## src/rtl/bcd_updown_counter.sv

```systemverilog
// -----------------------------------------------------------------------------
// bcd_updown_counter
//
// Multi-digit BCD up/down counter with synchronous parallel load.
// Each digit is a 4-bit BCD value; digit 0 is the least significant.
//
// Optional build macro:
//   BCD_CNT_SAT_EN  - saturating mode: counting up at all 9s or down at all
//                     0s holds the value instead of wrapping; wrap is tied 0.
//                     Undefined (default): the counter wraps around and pulses
//                     wrap for one cycle.
//
// Parameters:
//   DIGITS    - number of BCD digits, 1..8
//
// Ports:
//   clk       - clock, all state changes on its rising edge
//   reset     - asynchronous active-high reset, clears q and wrap
//   en        - count enable
//   up        - direction, 1 = count up, 0 = count down
//   load      - synchronous load strobe (priority over en)
//   load_val  - load value, digits above 9 are stored as 9
//   q         - registered BCD count
//   wrap      - registered, high for one cycle after a wrap-around step
//   tc        - combinational terminal count (all 9s going up, all 0s down)
// -----------------------------------------------------------------------------
module bcd_updown_counter #(
    parameter int unsigned DIGITS = 4
) (
    input  logic                clk,
    input  logic                reset,
    input  logic                en,
    input  logic                up,
    input  logic                load,
    input  logic [4*DIGITS-1:0] load_val,
    output logic [4*DIGITS-1:0] q,
    output logic                wrap,
    output logic                tc
);

    localparam int unsigned W = 4 * DIGITS;

    logic [W-1:0]    count_q;
    logic [W-1:0]    count_d;
    logic [W-1:0]    step_val;
    logic [W-1:0]    load_clamped;
    logic [DIGITS:0] carry;
    logic            wrap_q;
    logic            wrap_d;

    // Ripple carry/borrow chain. carry[i] means digit i must change this step;
    // carry[DIGITS] is set only when every digit sits at its terminal value,
    // which is exactly the terminal-count condition.
    always_comb begin : step_logic
        carry        = '0;
        carry[0]     = 1'b1;
        step_val     = count_q;
        load_clamped = '0;
        for (int i = 0; i < DIGITS; i++) begin
            if (carry[i]) begin
                if (up) begin
                    step_val[4*i +: 4] = (count_q[4*i +: 4] == 4'd9) ? 4'd0
                                                                    : count_q[4*i +: 4] + 4'd1;
                end else begin
                    step_val[4*i +: 4] = (count_q[4*i +: 4] == 4'd0) ? 4'd9
                                                                    : count_q[4*i +: 4] - 4'd1;
                end
            end
            carry[i+1] = carry[i] & (up ? (count_q[4*i +: 4] == 4'd9)
                                        : (count_q[4*i +: 4] == 4'd0));
            // Non-BCD load digits are clamped so q never leaves the BCD range.
            load_clamped[4*i +: 4] = (load_val[4*i +: 4] > 4'd9) ? 4'd9 : load_val[4*i +: 4];
        end
    end

    always_comb begin : next_state
        count_d = count_q;
        wrap_d  = 1'b0;
        if (load) begin
            count_d = load_clamped;
        end else if (en) begin
`ifdef BCD_CNT_SAT_EN
            if (!carry[DIGITS]) begin
                count_d = step_val;
            end
`else
            count_d = step_val;
            wrap_d  = carry[DIGITS];
`endif
        end
    end

    always_ff @(posedge clk or posedge reset) begin
        if (reset) begin
            count_q <= '0;
            wrap_q  <= 1'b0;
        end else begin
            count_q <= count_d;
            wrap_q  <= wrap_d;
        end
    end

    assign q    = count_q;
    assign wrap = wrap_q;
    assign tc   = carry[DIGITS];

endmodule
```

## config.mk

```make
export PLATFORM = sky130hd
export DESIGN_NAME = bcd_updown_counter
export DESIGN_NICKNAME = d
export VERILOG_FILES = /design/src/rtl/bcd_updown_counter.sv
export SDC_FILE = /design/constraint.sdc
export NUM_CORES = 1
export LEC_CHECK = 0
export CORE_ASPECT_RATIO = 1.2
export CORE_MARGIN = 1.5
export CORE_UTILIZATION = 40
export DETAILED_ROUTE_END_ITERATION = 12
export PLACE_DENSITY = 0.76
export SETUP_SLACK_MARGIN = 0.2
export SYNTH_ARGS = -nofsm -noshare
export SYNTH_HDL_FRONTEND = slang
export SYNTH_SLANG_ARGS = --single-unit
```

## constraint.sdc

```tcl
create_clock -name clk -period 4.3 [get_ports clk]
set_input_delay 0.43 -clock clk [delete_from_list [all_inputs] [get_ports clk]]
set_output_delay 0.43 -clock clk [all_outputs]
set_load 0.01 [all_outputs]
```

Yosys cells after proc, flatten, opt, wreduce, memory -nomap -nowiden. Index checks and enable logic that the tools add are counted.

Muxes and demuxes: 27. $lt $le $gt $ge: 4. Reductions and logical operators: 11. Bitwise logic cells: 3. Equality and inequality tests: 4. Add/sub/neg operators: 8.

Operators with widths (number): 4-bit 2-to-1 mux (19); 16-bit 2-to-1 mux (2); 4-bit by 1-bit adder with 4-bit output, second input constant (4); 4-bit equality test, second input constant (4); 4-bit > comparator, second input constant (4); 4-bit logical NOT (4); 4-bit by 1-bit subtractor with 4-bit output, second input constant (4); 2-bit nonzero test (4); 1-bit 2-to-1 mux (6); 2-bit AND reduction (3); 1-bit bitwise AND (3).

Output and inout port bits: 18. Bits of input ports: 21. Flip-flop bits (word level): 17.

Logic depth before layout (Yosys ltp).
Depth after elaboration: 7. Mapped depth: 7.

Least setup slack after synthesis. No wires, ideal clock.

Path kind: register -> output. From: reg count_q[0] (netlist: q[0]). To: out tc. Buffers on the path: 1. Data arrival time: 1.409 ns. Stages on the path, launching flop included: 5. Setup slack: 2.461 ns. Path through: dfrtp_1 buf_4 nor3_4 a2bb2oi_2 nor4_1.

Longest elaborated chain between the ends: 5. Elaborated cells between the ends (all ways): 6.

RTL lines: start: declaration (RTL line 43) `logic [W-1:0] count_q;`; start signal: assignment (RTL line 98) `count_q <= count_d;`; 4-bit equality test or 4-bit logical NOT (tied branches) (RTL line 69, 70); 1-bit 2-to-1 mux (*) (RTL line 69) `carry[i+1] = carry[i] & (up ? (count_q[4*i +: 4] == 4'd9)`; 1-bit bitwise AND (*) (3 in a row) (RTL line 69); end: declaration (RTL line 38) `output logic tc`.

Mark *: on every way between the ends. The rest lies on a longest branch, timed or not.

Final worst setup path.
From: in up. To: out tc.

Longest elaborated chain between the ends: 4. Elaborated cells between the ends (all ways): 7.

RTL lines: start: declaration (RTL line 33) `input logic up,`; 1-bit 2-to-1 mux (RTL line 69); 1-bit bitwise AND (2 in a row) (RTL line 69); 1-bit bitwise AND (*) (RTL line 69).

Marks and branches as above.

==> run_summary.xml <==
<?xml version="1.0" encoding="UTF-8"?>
<metrics>
  <group name="pwr">
    <metric name="power.ir.vdd_worst" unit="mV">0.1259</metric>
    <metric name="lkg_pwr" unit="nW">0.7347</metric>
    <metric name="power_per_cell_area" unit="nW/µm²">267.7</metric>
    <metric name="p_total" unit="µW">517.2</metric>
  </group>
  <group name="die">
    <metric name="dieArea" unit="µm²">4168</metric>
    <metric name="floorplan.die.width" unit="µm">59.19</metric>
    <metric name="site_row_count" unit="">24</metric>
    <metric name="die_y" unit="µm">70.42</metric>
    <metric name="initial_utilization" unit="%">41.70</metric>
    <metric name="design.core.area" unit="µm²">3633</metric>
    <metric name="io_pins" unit="">39</metric>
  </group>
  <group name="synth">
    <metric name="mappedNetlistNets" unit="">213</metric>
    <metric name="synth.ff_latch_count" unit="">17</metric>
    <metric name="synth_area" unit="µm²">1515</metric>
    <metric name="synth_top_area_share" unit="%">28.08</metric>
    <metric name="yosysWarningCount" unit="">0</metric>
    <metric name="synth-edff-count" unit="">0</metric>
    <metric name="synth_most_common_cell" unit="">sky130_fd_sc_hd__o21ai_0</metric>
    <metric name="post_synth_num_cell_types" unit="">50</metric>
    <metric name="ys_top_cells_by_area" unit="">sky130_fd_sc_hd__dfrtp_1 28%, sky130_fd_sc_hd__o21ai_0 8.3%, sky130_fd_sc_hd__xnor2_1 4.6%, sky130_fd_sc_hd__a21oi_1 4.3%, sky130_fd_sc_hd__nor2_1 3.7%</metric>
    <metric name="synth_top_flop_cell" unit="">sky130_fd_sc_hd__dfrtp_1</metric>
    <metric name="instance_count_of_the_mapped_netlist" unit="">192</metric>
    <metric name="syn_avg_cell_area" unit="µm²">7.892</metric>
    <metric name="post_synth_most_frequent_cells" unit="">25 x sky130_fd_sc_hd__o21ai_0, 17 x sky130_fd_sc_hd__dfrtp_1, 15 x sky130_fd_sc_hd__nor2_1</metric>
    <metric name="seq_area_frac_synth" unit="%">28.08</metric>
    <metric name="async_set_or_reset_flop_fraction_in_the_synthesized_netlist" unit="%">100.0</metric>
    <metric name="synth_largest_area_cell" unit="">sky130_fd_sc_hd__dfrtp_1</metric>
  </group>
  <group name="setup_path">
    <metric name="worstSetupEndpointType" unit="">output pin</metric>
    <metric name="cp.arrival" unit="ns">2.80</metric>
    <metric name="critical_path.startpoint_type" unit="">input pin</metric>
    <metric name="timing.setup.critical_path_class" unit="">input pin to output pin</metric>
    <metric name="timing.critical_path.required" unit="ns">3.87</metric>
    <metric name="reg2reg_from" unit="">q[1]</metric>
    <metric name="reg2regPathDepth" unit="">5</metric>
    <metric name="path_max_fanout" unit="">17</metric>
    <metric name="critical_path.startpoint" unit="">up</metric>
  </group>
  <group name="run">
    <metric name="max-cap-violations" unit="">0</metric>
  </group>
  <group name="place">
    <metric name="placement.cell_area" unit="µm²">1886</metric>
    <metric name="place.port_buffers" unit="">38</metric>
    <metric name="place_ws" unit="ns">1.062</metric>
    <metric name="globalplace.congestion" unit="">0.7403</metric>
    <metric name="placed_cells_incl_taps" unit="">266</metric>
    <metric name="placed_wire_length_estimate_after_detailed_placement" unit="µm">2406</metric>
  </group>
  <group name="timing">
    <metric name="final.period_utilization" unit="%">75.15</metric>
    <metric name="rsz0062_at_grt" unit="">no</metric>
    <metric name="min_period" unit="ns">3.231</metric>
    <metric name="final_hold_viol_count" unit="">0</metric>
    <metric name="worst_slack_setup_final" unit="ns">1.069</metric>
    <metric name="fin_worst_skew" unit="ns">0.003306</metric>
    <metric name="maxSlewHeadroom" unit="%">34.30</metric>
    <metric name="drv_slew" unit="">0</metric>
    <metric name="actual_transition_at_the_worst_max_transition_pin" unit="ns">0.9824</metric>
    <metric name="finalSetupTns" unit="ns">0</metric>
    <metric name="final_setup_violation_count" unit="">0</metric>
    <metric name="max_clock_freq" unit="GHz">0.3095</metric>
  </group>
  <group name="global_route">
    <metric name="antenna_found_initial" unit="">0</metric>
    <metric name="groute.layer.met1.usage" unit="%">23.91</metric>
    <metric name="grt_max_degree" unit="">33</metric>
    <metric name="global_route_wire_length_before_repair" unit="µm">5816</metric>
    <metric name="grt.busiest_layer" unit="">met2</metric>
    <metric name="groute.layer.met3.usage" unit="%">2.222</metric>
    <metric name="first_global_vias" unit="">1288</metric>
    <metric name="grt_use_total" unit="%">17.29</metric>
    <metric name="grt.overflow.total" unit="">0</metric>
    <metric name="grt.met2_usage" unit="%">27.23</metric>
  </group>
  <group name="route">
    <metric name="avgViaCountPerCell" unit="">5.481</metric>
    <metric name="average_wire_per_standard_cell" unit="µm">12.50</metric>
    <metric name="drtPass1Iterations" unit="">4</metric>
    <metric name="total_number_of_vias" unit="">1480</metric>
    <metric name="routed_wirelength" unit="µm">3374</metric>
    <metric name="drtIter0Drc" unit="">84</metric>
    <metric name="drt.antenna.violating_nets" unit="">0</metric>
    <metric name="detail_route.drc_violations" unit="">0</metric>
  </group>
  <group name="final_layout">
    <metric name="drive_above_1_share" unit="%">5.963</metric>
    <metric name="fill_cells" unit="">353</metric>
    <metric name="synthToLayoutAreaGrowth" unit="%">27.50</metric>
    <metric name="post-route-cell-area" unit="µm²">1932</metric>
    <metric name="instances_no_fill" unit="">270</metric>
    <metric name="antenna-diode-count" unit="">0</metric>
    <metric name="nets" unit="">240</metric>
  </group>
  <group name="clock_tree">
    <metric name="post_cts.resized_instances" unit="">0</metric>
    <metric name="root_buffer" unit="">sky130_fd_sc_hd__clkbuf_8</metric>
    <metric name="cts_made_buffers" unit="">3</metric>
    <metric name="clock-sinks" unit="">17</metric>
    <metric name="cts.reportedPaths.clkPinSlew" unit="ns">0.07</metric>
    <metric name="htree_num_levels" unit="">1</metric>
    <metric name="ctsHoldBuffers" unit="">0</metric>
    <metric name="postCtsSetupBuffers" unit="">0</metric>
    <metric name="insertion_delay" unit="ns">0.25</metric>
    <metric name="tritoncts" unit="">yes</metric>
    <metric name="clock_path_buffers" unit="">2</metric>
  </group>
  <group name="hold_path">
    <metric name="hold_path.class" unit="">input pin to asynchronous set/reset pin</metric>
  </group>
  <group name="status">
    <metric name="status" unit="">finished clean</metric>
  </group>
</metrics>
metrics by stage:
| step | utilization (%) | hold WS [ns] |
|---|---|---|
| 2_1_floorplan | - | 0.3561 |
| 3_3_place_gp | 51.89 | 0.6891 |
| 3_5_place_dp | 51.89 | 0.7095 |
| 4_1_cts | 53.17 | 0.6157 |
| 5_1_grt | 53.17 | 0.6545 |
| 6_report | 53.17 | 0.5783 |
layout by cell type, fill, tap and decap left out, types with 2 or more instances in the layout:
| master | synthesis | final |
|---|---|---|
| sky130_fd_sc_hd__o22ai_1 | 2 | 2 |
| sky130_fd_sc_hd__buf_4 | 2 | 2 |
| sky130_fd_sc_hd__nand3_1 | 5 | 5 |
| sky130_fd_sc_hd__nand3b_1 | 6 | 6 |
| sky130_fd_sc_hd__inv_1 | 6 | 6 |
| sky130_fd_sc_hd__clkbuf_8 | 0 | 3 |
| sky130_fd_sc_hd__xnor2_1 | 8 | 8 |
| sky130_fd_sc_hd__a21oi_1 | 13 | 13 |
| sky130_fd_sc_hd__o21ai_0 | 25 | 25 |
| sky130_fd_sc_hd__and2_1 | 2 | 2 |
| sky130_fd_sc_hd__a22oi_1 | 4 | 4 |
| sky130_fd_sc_hd__nor3_1 | 3 | 3 |
| sky130_fd_sc_hd__clkdlybuf4s50_1 | 0 | 38 |
| sky130_fd_sc_hd__dfrtp_1 | 17 | 17 |
| sky130_fd_sc_hd__nor4_1 | 3 | 3 |
| sky130_fd_sc_hd__a22o_1 | 2 | 2 |
| sky130_fd_sc_hd__nand2b_1 | 2 | 2 |
| sky130_fd_sc_hd__nand4b_1 | 3 | 3 |
| sky130_fd_sc_hd__and3_1 | 7 | 7 |
| sky130_fd_sc_hd__o31ai_1 | 4 | 4 |
| sky130_fd_sc_hd__nor2_1 | 15 | 15 |
| sky130_fd_sc_hd__o21a_1 | 5 | 5 |
| sky130_fd_sc_hd__nor2b_1 | 2 | 2 |
| sky130_fd_sc_hd__mux2i_1 | 5 | 5 |
| sky130_fd_sc_hd__o21ai_1 | 5 | 5 |
| sky130_fd_sc_hd__nand2_1 | 9 | 9 |
state kept, by name (all words and copies together) (netlist names):
name	count
wrap	1
q	16
layer usage:
| layer | vias to the layer above | part of all wire, % |
|---|---|---|
| met2 | 33 | 50 |
| met1 | 686 | 46 |
| met3 | 2 | 2.7 |
| li1 | 759 | - |
| met5 | - | 0 |
| met4 | 0 | 0.92 |
worst paths after layout:
check	to	slack, ns
min reg2reg	q[15]	0.71
max reg2reg	q[10]	2.34
max in group asynchronous	q[11]	3.29
min in group clk	q[15]	0.71
max	tc	1.07
min	q[3]	0.58
critical path, cell delays in order:
cell and delay [ns]:
sky130_fd_sc_hd__clkdlybuf4s50_1 0.91, sky130_fd_sc_hd__buf_4 0.32, sky130_fd_sc_hd__and3_1 0.17, sky130_fd_sc_hd__o211ai_1 0.09, sky130_fd_sc_hd__nor4_1 0.27, sky130_fd_sc_hd__clkdlybuf4s50_1 0.61
cell families after synthesis:
family / synth area share (%)
buf+inv: 7.431
xor+xnor: 5.203
mux: 3.303
simple gates: 25.68
compound gates: 30.31
flops: 28.08
report_power, final:
group | switching, mW | leakage, nW | internal [mW]
clock network | 0.0599 | 0.0255 | 0.0643
logic | 0.0741 | 0.500 | 0.0984
registers | 0.0454 | 0.210 | 0.175
layout make-up:
| cell class | instances | area [µm²] | area share, % |
|---|---|---|---|
| clock buffer | 3 | 41.29 | 2.137 |
| clock inverter | 1 | 5.005 | 0.2591 |
| inverter | 6 | 22.52 | 1.166 |
| multi-input combinational | 151 | 977.2 | 50.58 |
| sequential | 17 | 425.4 | 22.02 |
| tap | 52 | 65.06 | 3.368 |
| timing repair buffer | 40 | 395.4 | 20.47 |
No activity file was read; power rests on OpenSTA's default activity.
